$ cat config.mk
export PLATFORM = sky130hd
export DESIGN_NAME = multiword_ks_adder
export DESIGN_NICKNAME = d
export VERILOG_FILES = /design/src/rtl/ks_pkg.sv /design/src/rtl/KS_Adder.sv /design/src/rtl/multiword_ks_adder.sv
export SDC_FILE = /design/constraint.sdc
export NUM_CORES = 1
export LEC_CHECK = 0
export CORE_MARGIN = 10
export CORE_UTILIZATION = 30
export CTS_CLUSTER_DIAMETER = 100
export CTS_CLUSTER_SIZE = 24
export DETAILED_ROUTE_END_ITERATION = 8
export HOLD_SLACK_MARGIN = 0.06
export SETUP_SLACK_MARGIN = 0.05
export SYNTH_ARGS = -nofsm -noshare
export SYNTH_HDL_FRONTEND = slang
export SYNTH_SLANG_ARGS = --single-unit
$ cat constraint.sdc
create_clock -name clk -period 6.1 [get_ports clk]
set_input_delay 1.22 -clock clk [delete_from_list [all_inputs] [get_ports clk]]
set_output_delay 1.22 -clock clk [all_outputs]
set_load 0.01 [all_outputs]
$ cat src/rtl/ks_pkg.sv
// ks_pkg: shared definitions for the multi-precision Kogge-Stone adder.
//   LIMB_W     - width of one limb (the width of KS_Adder).
//   mw_state_t - sequencer states of multiword_ks_adder.
package ks_pkg;
  localparam int LIMB_W = 16;

  typedef enum logic [1:0] {IDLE, RUN, DONE} mw_state_t;
endpackage

$ cat src/rtl/KS_Adder.sv
// KS_Adder: 16-bit combinational Kogge-Stone adder.
//   A, B : in  LIMB_W  operands
//   Ci   : in  1       carry-in
//   S    : out LIMB_W  sum
//   Co   : out 1       carry-out
// The carry-in is folded in as an extra generate-only position below bit 0,
// so the prefix tree spans LIMB_W+1 positions and needs one more level.
module KS_Adder
  import ks_pkg::*;
(
  input  logic [LIMB_W-1:0] A,
  input  logic [LIMB_W-1:0] B,
  input  logic              Ci,
  output logic [LIMB_W-1:0] S,
  output logic              Co
);
  localparam int N = LIMB_W + 1;

  always_comb begin
    logic [N-1:0] g, p, gn, pn, p0;
    g  = {A & B, Ci};
    p  = {A ^ B, 1'b0};
    p0 = p;
    // Prefix levels with span doubling: 1, 2, 4, 8, 16.
    for (int d = 1; d < N; d = d * 2) begin
      gn = g;
      pn = p;
      for (int i = N - 1; i >= d; i--) begin
        gn[i] = g[i] | (p[i] & g[i-d]);
        pn[i] = p[i] & p[i-d];
      end
      g = gn;
      p = pn;
    end
    // g[i] is now the carry into sum bit i.
    S  = p0[N-1:1] ^ g[N-2:0];
    Co = g[N-1];
  end
endmodule

$ cat src/rtl/multiword_ks_adder.sv
// multiword_ks_adder: sequential WORDS x 16-bit adder built on one KS_Adder.
//   clk, rst           : clock, synchronous active-high reset
//   in_valid/in_ready  : operand handshake (A, B, Ci)
//   out_valid/out_ready: result handshake (S, Co)
//   S = (A + B + Ci) mod 2^W, Co = carry out of the top limb.
// One limb per cycle, LSB limb first; operands sit in right-shift registers
// so the adder always sees the low limb. Latency WORDS cycles from accept.
module multiword_ks_adder
  import ks_pkg::*;
#(
  parameter int WORDS = 4
) (
  input  logic                    clk,
  input  logic                    rst,
  input  logic                    in_valid,
  output logic                    in_ready,
  input  logic [LIMB_W*WORDS-1:0] A,
  input  logic [LIMB_W*WORDS-1:0] B,
  input  logic                    Ci,
  output logic                    out_valid,
  input  logic                    out_ready,
  output logic [LIMB_W*WORDS-1:0] S,
  output logic                    Co
);
  localparam int W  = LIMB_W * WORDS;
  localparam int CW = $clog2(WORDS);

  mw_state_t                    r_state, w_state_nxt;
  logic [W-1:0]                 r_a, r_b;
  logic                         r_carry;
  logic [CW-1:0]                r_cnt, w_cnt_inc;
  logic [WORDS-1:0][LIMB_W-1:0] r_s;
  logic                         r_co;
  logic [LIMB_W-1:0]            w_sum;
  logic                         w_co;
  logic                         w_accept;
  logic                         w_last;

  KS_Adder u_ks (
    .A  (r_a[LIMB_W-1:0]),
    .B  (r_b[LIMB_W-1:0]),
    .Ci (r_carry),
    .S  (w_sum),
    .Co (w_co)
  );

  // Counter increment without an adder: bit i toggles when all lower bits are 1.
  always_comb begin
    w_cnt_inc = '0;
    for (int i = CW - 1; i >= 0; i--) begin
      w_cnt_inc[i] = r_cnt[i] ^ (&(r_cnt | ~CW'((1 << i) - 1)));
    end
  end

  assign w_last = (r_cnt == CW'(WORDS - 1));

  always_comb begin
    w_state_nxt = r_state;
    in_ready    = 1'b0;
    out_valid   = 1'b0;
    case (r_state)
      IDLE: begin
        in_ready = 1'b1;
        if (in_valid) w_state_nxt = RUN;
      end
      RUN: begin
        if (w_last) w_state_nxt = DONE;
      end
      DONE: begin
        out_valid = 1'b1;
        // Handoff and next accept share one edge.
        in_ready  = out_ready;
        if (out_ready) w_state_nxt = in_valid ? RUN : IDLE;
      end
      default: w_state_nxt = IDLE;
    endcase
    if (rst) in_ready = 1'b0;
  end

  assign w_accept = in_valid & in_ready;

  always_ff @(posedge clk) begin
    if (rst) begin
      r_state <= IDLE;
      r_a     <= '0;
      r_b     <= '0;
      r_carry <= 1'b0;
      r_cnt   <= '0;
      r_s     <= '0;
      r_co    <= 1'b0;
    end else begin
      r_state <= w_state_nxt;
      if (w_accept) begin
        r_a     <= A;
        r_b     <= B;
        r_carry <= Ci;
        r_cnt   <= '0;
      end
      if (r_state == RUN) begin
        r_s[r_cnt] <= w_sum;
        r_carry    <= w_co;
        r_a        <= r_a >> LIMB_W;
        r_b        <= r_b >> LIMB_W;
        r_cnt      <= w_cnt_inc;
        if (w_last) r_co <= w_co;
      end
    end
  end

  assign S  = r_s;
  assign Co = r_co;
endmodule

==> impl_summary.log, run 1 <==
INFO  metric rows = 61
INFO  metric vias = 7,931
INFO  metric cts_max_path_buffers = 2
INFO  metric endpoint_kind_of_the_worst_setup_timing_path = output port
INFO  metric worst-endpoint-required = 4.88 ns
INFO  metric numClockSinks = 198
INFO  metric insertion_delay = 0.45 ns
INFO  metric dominantRegCellSynth = dfxtp_1
INFO  metric finalSetupTns = 0 ns
INFO  metric worst-endpoint-arrival = 2.72 ns
INFO  metric drv.max_cap_violation_count = 0
INFO  metric mappedNetlistNets = 1,251
INFO  metric ys_top_cells_by_area = dfxtp_1 47%, nor2_1 13%, nor4_1 6.8%
INFO  metric synth_async_sr_flop_share = 0
INFO  metric final_period_minus_worst_setup_slack = 3.94 ns
INFO  metric synth.cell_area = 8410 um2
INFO  metric cellLeakagePower = 0.00424 uW
INFO  metric drc = 0
INFO  metric drive_above_1_share = 0.0423
INFO  metric die-width = 187 um
INFO  metric dieHeight = 187 um
INFO  metric yosysSeqAreaShare = 0.471
INFO  metric grt_antenna_before_repair = 4
INFO  metric cts.root.buffer_cell = clkbuf_16
INFO  metric synth_cell_types = 54
INFO  metric ir_drop = 0.145 mV
INFO  metric num_antenna_cells = 0
INFO  metric drt_first_iter_violations = 612
INFO  metric syn-instance-count = 1,097
INFO  metric detail_route.vias_per_cell = 4.86
INFO  metric setup.worst_path.class = in2out
INFO  metric post-synth-top-area-fraction = 0.471
INFO  metric cts_setup_buffers = 0
INFO  metric final-setup-viol-count = 0
INFO  metric wire_length_of_the_first_global_routing_pass = 42,900 um
INFO  metric hold_buffers = 0
INFO  metric critPathSlowestCell = clkdlybuf4s50_1
INFO  metric effective_utilization_at_floorplan = 0.304
INFO  metric grt_start_max_net_pins = 97
INFO  metric tritoncts = built
INFO  metric synth_enable_flop_cells = 0
INFO  metric slew-limit-headroom = 0.217
INFO  metric drv_slew = 0
INFO  metric route.detailed.wl_per_inst = 16.9 um
INFO  metric gp_congestion = 0.819
INFO  metric min_period_over_period = 0.646
INFO  metric wl = 27,500 um
INFO  metric outcome = completed
INFO  metric grt_overflow_total = 0
INFO  metric crit_chain = clkdlybuf4s50_1 > inv_1 > a211oi_2 > clkdlybuf4s50_1
INFO  metric post_route_antenna_net_violation_count = 0
INFO  metric cts_made_buffers = 17
INFO  metric min_path_type = reg2reg
INFO  metric fp.coreArea = 27,700 um2
INFO  metric achievable-frequency = 254 MHz
INFO  metric postSynthRegisterBits = 198
INFO  metric p_per_area = 277 nW/um2
INFO  metric tightest_slew = 1.17 ns
INFO  metric timing.critical_path.mode_cell = clkdlybuf4s50_1
INFO  metric synthTopCellsByCount = 300 x nor2_1, 198 x dfxtp_1, 150 x nand2_1
INFO  metric hold_violations = 0
INFO  metric dp.cells = 1,600
INFO  metric die-area = 35,100 um2
INFO  metric synth_most_common_cell = nor2_1
INFO  metric largest_driver_fanout_on_the_critical_path = 3
INFO  metric count_of_buffers_from_port_buffering = 199
INFO  metric first_pass_iters = 5
INFO  metric final.fill_count = 2,866
INFO  metric clk_pin_slew = 0.08 ns
INFO  metric nNetsFinal = 1,395
INFO  metric grt_pass1_vias = 7,706
INFO  metric clock_tree.htree_level_count = 4
INFO  metric yosys_warnings = 0
INFO  metric design.portCount = 200
INFO  metric post_layout_nonfiller_instances = 1,632
INFO  metric flow.area_growth_from_synthesis = 33.4%
INFO  metric grt_usage = 0.151
INFO  metric critical_path.max_stage_delay = 0.61 ns
INFO  metric detailed_place_hpwl = 19,900 um
INFO  metric cp-start-kind = primary input
INFO  metric syn_area_per_cell = 7.67 um2
INFO  metric clock-skew-final = 0.0270 ns
INFO  metric cts_resized = 0
INFO  metric synth_top_area_cell = dfxtp_1
INFO  metric grt_setup_unrepaired = false
state kept, by name, summed over array words and instances (netlist names):
name     count
Co           1
S           64
r_a         64
r_b         64
r_carry      1
r_cnt        2
r_state      2
per-layer routing:
metal | routed length, um | up-vias | global-route usage
met3 | 1670 | 31 | 0.0412
met4 | 410 | 8 | 0.0415
met5 | 49 | - | 0
li1 | - | 4012 | -
met2 | 13200 | 217 | 0.249
met1 | 12300 | 3663 | 0.189
worst paths after layout:
kind,cells past startpoint,start,slack [ns],to
worst min register to register,2,r_a[48],0.46,r_a[48]
worst max register to register,4,r_state[0],3.37,S[57]
worst max-delay path,4,out_ready,2.16,in_ready
worst min-delay path,2,r_a[48],0.46,r_a[48]
logic make-up after synthesis:
kind of cell,after synthesis,synth area share
buf+inv,93,0.0425
mux,1,0.00119
simple gates,606,0.319
fa+ha+maj,21,0.0321
compound gates,168,0.123
flops,198,0.471
xor+xnor,10,0.0104
where the power goes:
group,leakage (uW),total (uW),switching [uW],internal (uW)
clock,0.000285,1140,555,586
combinational,0.00233,537,311,227
sequential,0.00162,1440,56.4,1380
layout make-up:
| type | instances | area [um2] | area share |
|---|---|---|---|
| Multi-Input combinational cell | 806 | 4120 | 0.367 |
| Sequential cell | 198 | 3960 | 0.353 |
| Timing Repair Buffer | 204 | 2030 | 0.181 |
| Tap cell | 378 | 473 | 0.0421 |
| Clock buffer | 18 | 429 | 0.0382 |
| Clock inverter | 14 | 164 | 0.0146 |
| Inverter | 14 | 52.6 | 0.00468 |
critical path, delay by kind of cell:
kind	cells	cell delay, ns
buffers and inverters	3	1.15
AOI/OAI and AO/OA	1	0.35
per-stage QoR:
step	hold slack, ns	cell area, um2	setup WS [ns]	total power (uW)	utilization
6_report	0.457	11200	2.16	3110	0.405
5_1_grt	0.475	11200	2.13	3270	0.405
4_1_cts	0.459	11200	2.16	3150	0.405
3_5_place_dp	0.448	10600	2.14	2000	0.384
3_3_place_gp	0.442	10600	2.18	2000	0.384
2_1_floorplan	0.437	8410	3.30	1770	-
cells in the final DEF, fill, tap and decap left out, drive strengths merged, types with 2 or more instances in the layout:
| cell type | count |
|---|---|
| a311o | 2 |
| inv | 20 |
| a21oi | 93 |
| nand3 | 6 |
| nor4 | 92 |
| xor2 | 2 |
| nand4b | 4 |
| nand2 | 150 |
| o21ai | 28 |
| clkbuf | 18 |
| o311ai | 5 |
| ha | 20 |
| a22oi | 2 |
| xnor2 | 8 |
| dfxtp | 198 |
| a221oi | 2 |
| nor3b | 4 |
| nand3b | 21 |
| and2 | 5 |
| clkinv | 5 |
| o211ai | 2 |
| a211oi | 13 |
| buf | 6 |
| a21o | 4 |
| or2 | 3 |
| clkinvlp | 2 |
| a2111oi | 3 |
| nor2b | 2 |
| nand2b | 8 |
| clkdlybuf4s50 | 198 |
| a211o | 4 |
| nor3 | 9 |
| a31oi | 2 |
| nor2 | 300 |
No activity file was read; power rests on OpenSTA's default activity.
==> inputs of run 2 (changes only) <==
==> constraint.sdc (replaced) <==
create_clock -name clk -period 4.1 [get_ports clk]
set_input_delay 0.82 -clock clk [delete_from_list [all_inputs] [get_ports clk]]
set_output_delay 0.82 -clock clk [all_outputs]
set_load 0.01 [all_outputs]
==> run 2 against run 1 <==
  * Non-clock buffer count up 3
  * Flip-flop and latch count unchanged
  * Clock power is 44% higher
  * Highest routed layer unchanged
  * Final cell count increased by 0.12%
  * Die area stayed put
  * Register-to-register slack got worse by 1.8 ns
  * Sequential power grew 49%
==> impl_summary.log, run 2 (same netlist as run 1, synthesis figures left out) <==
INFO  metric clock-skew-final = 0.0117 ns
INFO  metric min_delay_path_depth = 2
INFO  metric endpoint_kind_of_the_worst_setup_timing_path = output port
INFO  metric pwr-share-clk = 0.358
INFO  metric vias = 7,843
INFO  metric register_to_register_setup_slack = 1.62 ns
INFO  metric num_antenna_cells = 0
INFO  metric route.detailed.wl_per_inst = 16.8 um
INFO  metric cts_resized = 0
INFO  metric cts.root.buffer_cell = clkbuf_16
INFO  metric grt_pass1_vias = 7,755
INFO  metric gp_congestion = 0.822
INFO  metric design.portCount = 200
INFO  metric worst-r2r-cell-count = 4
INFO  metric hold_path.startpoint = r_a[52]
INFO  metric final.fill_count = 2,821
INFO  metric mostFrequentLayoutCells = 300 x nor2_1, 198 x dfxtp_1, 198 x clkdlybuf4s50_1
INFO  metric cellLeakagePower = 0.00426 uW
INFO  metric numClockSinks = 198
INFO  metric p_per_area = 406 nW/um2
INFO  metric drv.max_cap_violation_count = 0
INFO  metric flow.area_growth_from_synthesis = 33.7%
INFO  metric fp.coreArea = 27,700 um2
INFO  metric clock_tree.htree_level_count = 4
INFO  metric ir_drop = 0.202 mV
INFO  metric wl = 27,500 um
INFO  metric hold_path_end = r_a[52]
INFO  metric hold_violations = 0
INFO  metric mostFrequentLayoutCell = nor2_1
INFO  metric cts_made_buffers = 17
INFO  metric switchingPower = 1380 uW
INFO  metric final_period_minus_worst_setup_slack = 3.16 ns
INFO  metric min_path_type = reg2reg
INFO  metric grt_antenna_before_repair = 1
INFO  metric grt_start_max_net_pins = 129
INFO  metric cts_max_path_buffers = 2
INFO  metric fin_area = 11,200 um2
INFO  metric post_dp_cell_area = 10,700 um2
INFO  metric hold_buffers = 0
INFO  metric finalSetupTns = 0 ns
INFO  metric achievable-frequency = 317 MHz
INFO  metric die-area = 35,100 um2
INFO  metric drv_slew = 0
INFO  metric detail_route.vias_per_cell = 4.80
INFO  metric first_pass_iters = 5
INFO  metric grt_setup_unrepaired = false
INFO  metric drc = 0
INFO  metric dieHeight = 187 um
INFO  metric setup.worst_path.class = in2out
INFO  metric rows = 61
INFO  metric drt_first_iter_violations = 563
INFO  metric tightest_slew = 1.13 ns
INFO  metric grt_usage = 0.151
INFO  metric count_of_buffers_from_port_buffering = 199
INFO  metric tritoncts = built
INFO  metric final-setup-viol-count = 0
INFO  metric worst-endpoint-arrival = 2.34 ns
INFO  metric cts_setup_buffers = 0
INFO  metric min_period_over_period = 0.770
INFO  metric largest_driver_fanout_on_the_critical_path = 3
INFO  metric reg_to_reg_endpoint = S[11]
INFO  metric clk_pin_slew = 0.08 ns
INFO  metric insertion_delay = 0.44 ns
INFO  metric post_route_antenna_net_violation_count = 0
INFO  metric power.share.sequential = 0.467
INFO  metric grt_overflow_total = 0
INFO  metric nNetsFinal = 1,398
INFO  metric cellInternalPower = 3200 uW
INFO  metric effective_utilization_at_floorplan = 0.304
INFO  metric detailed_place_hpwl = 20,000 um
INFO  metric slew-limit-headroom = 0.248
INFO  metric wire_length_of_the_first_global_routing_pass = 42,800 um
INFO  metric outcome = completed
INFO  metric power_switching_share = 0.301
INFO  metric die-width = 187 um
INFO  metric drive_above_1_share = 0.0446
INFO  metric regToRegStartpoint = r_state[0]
INFO  metric cp-start-kind = primary input
INFO  metric share_comb_of_total_power = 0.174
INFO  metric worst-endpoint-required = 3.28 ns
==> run 2: changes by cell type in the layout (fill, tap and decap cells not counted), sizes merged <==
cell and delta:
clkbuf -1, bufinv -1, clkinvlp -1, buf +3, inv -1, clkinv +3
==> run 2: per-stage QoR <==
step | util | std cells | setup WS (ns) | hold WS [ns] | power [uW]
finish | 0.406 | 1634 | 0.945 | 0.457 | 4570
global route | 0.406 | 1634 | 0.836 | 0.476 | 4800
CTS | 0.406 | 1634 | 0.911 | 0.456 | 4630
detailed placement | 0.385 | 1603 | 0.918 | 0.446 | 2980
global placement | 0.385 | 1603 | 0.913 | 0.442 | 2980
floorplan | - | 1097 | 1.98 | 0.437 | 2630
==> run 2: worst max-delay path by stage <==
stage / startpoint / to / slack [ns] / cells after the start
after floorplan: out_ready / r_a[10] / 1.98 / 8
final: out_ready / in_ready / 0.94 / 4
after CTS: out_ready / in_ready / 0.91 / 4
after global routing: out_ready / in_ready / 0.84 / 4
after detailed placement: out_ready / in_ready / 0.92 / 4
after global placement: out_ready / in_ready / 0.91 / 4
==> run 2: layer usage <==
| metal | wire (um) | vias to the layer above | track usage |
|---|---|---|---|
| met2 | 13500 | 176 | 0.259 |
| met1 | 12300 | 3626 | 0.186 |
| met5 | 9 | - | 0 |
| li1 | - | 4023 | - |
| met3 | 1430 | 16 | 0.0382 |
| met4 | 278 | 2 | 0.0378 |
==> run 2: power groups by stage <==
| stage | logic, uW | clock network (uW) | registers [uW] |
|---|---|---|---|
| 6_report | 797 | 1640 | 2140 |
| 5_1_grt | 889 | 1760 | 2150 |
| 4_1_cts | 807 | 1680 | 2140 |
| 3_5_place_dp | 801 | 0 | 2180 |
| 3_3_place_gp | 797 | 0 | 2180 |
| 2_1_floorplan | 475 | 0 | 2160 |
==> run 2: cell type report <==
type                            count  area (um2)  share of cell area
Tap cell                          378         473              0.0420
Clock inverter                     14         144              0.0128
Inverter                           14        52.6             0.00467
Timing Repair Buffer              207        2070               0.184
Sequential cell                   198        3960               0.352
Multi-Input combinational cell    806        4120               0.366
Clock buffer                       17         425              0.0378
==> run 2: critical path, cell delays in order <==
cell and delay [ns]:
clkdlybuf4s50_1 0.47, inv_1 0.06, a211oi_2 0.37, clkdlybuf4s50_1 0.61
==> inputs of run 3 (changes only) <==
==> constraint.sdc (replaced) <==
create_clock -name clk -period 2.88 [get_ports clk]
set_input_delay 0.576 -clock clk [delete_from_list [all_inputs] [get_ports clk]]
set_output_delay 0.576 -clock clk [all_outputs]
set_load 0.01 [all_outputs]
==> run 3 against run 2 <==
  * Power up 44%
  * Clock power rose by 45%
  * Combinational power increased by 47%
  * Die area did not move
  * Hold slack lost 0.00083 ns
  * Sequential power rose by 42%
  * Worst setup slack lost 0.57 ns
  * Clock skew is 0.0023 ns higher
  * Critical path type unchanged
  * Largest cell class unchanged
==> impl_summary.log, run 3 (same netlist as run 1, synthesis figures left out) <==
INFO  metric mostFrequentLayoutCells = 300 x nor2_1, 198 x dfxtp_1, 198 x clkdlybuf4s50_1
INFO  metric worst-endpoint-arrival = 1.93 ns
INFO  metric drive_above_1_share = 0.0498
INFO  metric grt_setup_unrepaired = false
INFO  metric grt_start_max_net_pins = 182
INFO  metric grt_pass1_vias = 7,752
INFO  metric cts_setup_buffers = 0
INFO  metric hold_buffers = 0
INFO  metric first_pass_iters = 5
INFO  metric post_route_antenna_net_violation_count = 0
INFO  metric vias = 7,938
INFO  metric drv.max_cap_violation_count = 0
INFO  metric regToRegStartpoint = r_a[12]
INFO  metric setup.worst_path.class = in2out
INFO  metric mostFrequentLayoutCell = nor2_1
INFO  metric cts_made_buffers = 17
INFO  metric reg_to_reg_endpoint = S[15]
INFO  metric critPathSlowestCell = clkdlybuf4s50_1
INFO  metric cts_max_path_buffers = 2
INFO  metric slew-limit-headroom = 0.487
INFO  metric cellLeakagePower = 0.00431 uW
INFO  metric detail_route.vias_per_cell = 4.83
INFO  metric drt_first_iter_violations = 642
INFO  metric detailed_place_hpwl = 20,100 um
INFO  metric p_per_area = 580 nW/um2
INFO  metric multi_input_gate_area = 4120 um2
INFO  metric post_dp_cell_area = 10,800 um2
INFO  metric worst-endpoint-required = 2.30 ns
INFO  metric effective_utilization_at_floorplan = 0.304
INFO  metric register_to_register_setup_slack = 0.46 ns
INFO  metric cts_resized = 0
INFO  metric critical_path.max_stage_delay = 0.58 ns
INFO  metric min_period_over_period = 0.868
INFO  metric numClockSinks = 198
INFO  metric endpoint_kind_of_the_worst_setup_timing_path = output port
INFO  metric tightest_slew = 0.769 ns
INFO  metric timing.critical_path.mode_cell = clkdlybuf4s50_1
INFO  metric power = 6590 uW
INFO  metric insertion_delay = 0.45 ns
INFO  metric grt_usage = 0.152
INFO  metric die-area = 35,100 um2
INFO  metric min_path_type = reg2reg
INFO  metric grt_overflow_total = 0
INFO  metric drc = 0
INFO  metric hold_path_end = S[23]
INFO  metric route.detailed.wl_per_inst = 16.9 um
INFO  metric ir_drop = 0.346 mV
INFO  metric tritoncts = built
INFO  metric achievable-frequency = 400 MHz
INFO  metric clock_tree.htree_level_count = 4
INFO  metric largest_driver_fanout_on_the_critical_path = 2
INFO  metric outcome = completed
INFO  metric hold_violations = 0
INFO  metric final.fill_count = 2,887
INFO  metric final_period_minus_worst_setup_slack = 2.50 ns
INFO  metric cts.root.buffer_cell = clkbuf_16
INFO  metric grt_antenna_before_repair = 5
INFO  metric fin_area = 11,400 um2
INFO  metric clk_pin_slew = 0.07 ns
INFO  metric wire_length_of_the_first_global_routing_pass = 43,200 um
INFO  metric worst_path_dominant_cell_family = buffers and inverters
INFO  metric nNetsFinal = 1,405
INFO  metric worst-r2r-cell-count = 7
INFO  metric gp_congestion = 0.871
INFO  metric die-width = 187 um
INFO  metric fp.coreArea = 27,700 um2
INFO  metric dieHeight = 187 um
INFO  metric critical_path.n_buffers_inverters = 3
INFO  metric final-setup-viol-count = 0
INFO  metric finalSetupTns = 0 ns
INFO  metric crit_chain = clkdlybuf4s50_1 > inv_1 > a211oi_2 > clkdlybuf4s50_1
INFO  metric sequential_cell_area_in_the_final_layout = 3960 um2
INFO  metric cp-start-kind = primary input
INFO  metric wl = 27,800 um
INFO  metric design.portCount = 200
INFO  metric hold_path.startpoint = S[23]
INFO  metric rows = 61
INFO  metric drv_slew = 0
INFO  metric flow.area_growth_from_synthesis = 35.0%
INFO  metric clock-skew-final = 0.0140 ns
INFO  metric min_delay_path_depth = 2
INFO  metric count_of_buffers_from_port_buffering = 199
run 3: cell count changes in the layout (fill, tap and decap cells not counted), sizes merged:
cell | previous run | this run
inv | 19 | 23
clkbuf | 17 | 19
buf | 9 | 16
diode | 0 | 3
clkinv | 8 | 3
run 3: worst max path at each step:
stage,from,end,slack (ns),cells after the start
2_1_floorplan,r_carry,S[27],0.83,8
3_3_place_gp,out_ready,in_ready,0.37,4
3_5_place_dp,out_ready,in_ready,0.38,4
4_1_cts,out_ready,in_ready,0.37,4
5_1_grt,r_carry,S[43],0.29,8
6_report,out_ready,in_ready,0.38,4
run 3: final cells by class:
cell class	instances	share of cell area
antenna	3	0.000661
inverter	14	0.00462
clock inverter	13	0.0116
timing repair buffer	214	0.192
tap	378	0.0416
clock buffer	19	0.0390
multi-input combinational	806	0.362
sequential	198	0.349
run 3: metrics by stage:
step,util,std cells,hold slack [ns],setup WS (ns)
floorplan,-,1097,0.437,0.833
finish,0.410,1645,0.456,0.379
global placement,0.389,1610,0.442,0.371
global route,0.410,1645,0.477,0.291
detailed placement,0.389,1610,0.446,0.382
CTS,0.410,1642,0.458,0.369
run 3: per-layer routing:
metal | global-route usage | vias to the layer above | part of all wire
met4 | 0.0452 | 4 | 0.011
met2 | 0.253 | 200 | 0.49
met3 | 0.0418 | 27 | 0.057
met5 | 0 | - | 0.00097
li1 | - | 4031 | -
met1 | 0.188 | 3676 | 0.44
run 3: power by group:
| group | internal (uW) | switching (uW) | leakage (uW) |
|---|---|---|---|
| clock network | 1180 | 1200 | 0.000281 |
| logic | 504 | 668 | 0.00241 |
| registers | 2920 | 121 | 0.00162 |
| total | 4610 | 1990 | 0.00431 |
run 3: worst min-delay path, cell delays in order, from the launching register on:
cell and delay, ns:
dfxtp_1 0.31, nand2_1 0.05, a21oi_1 0.05
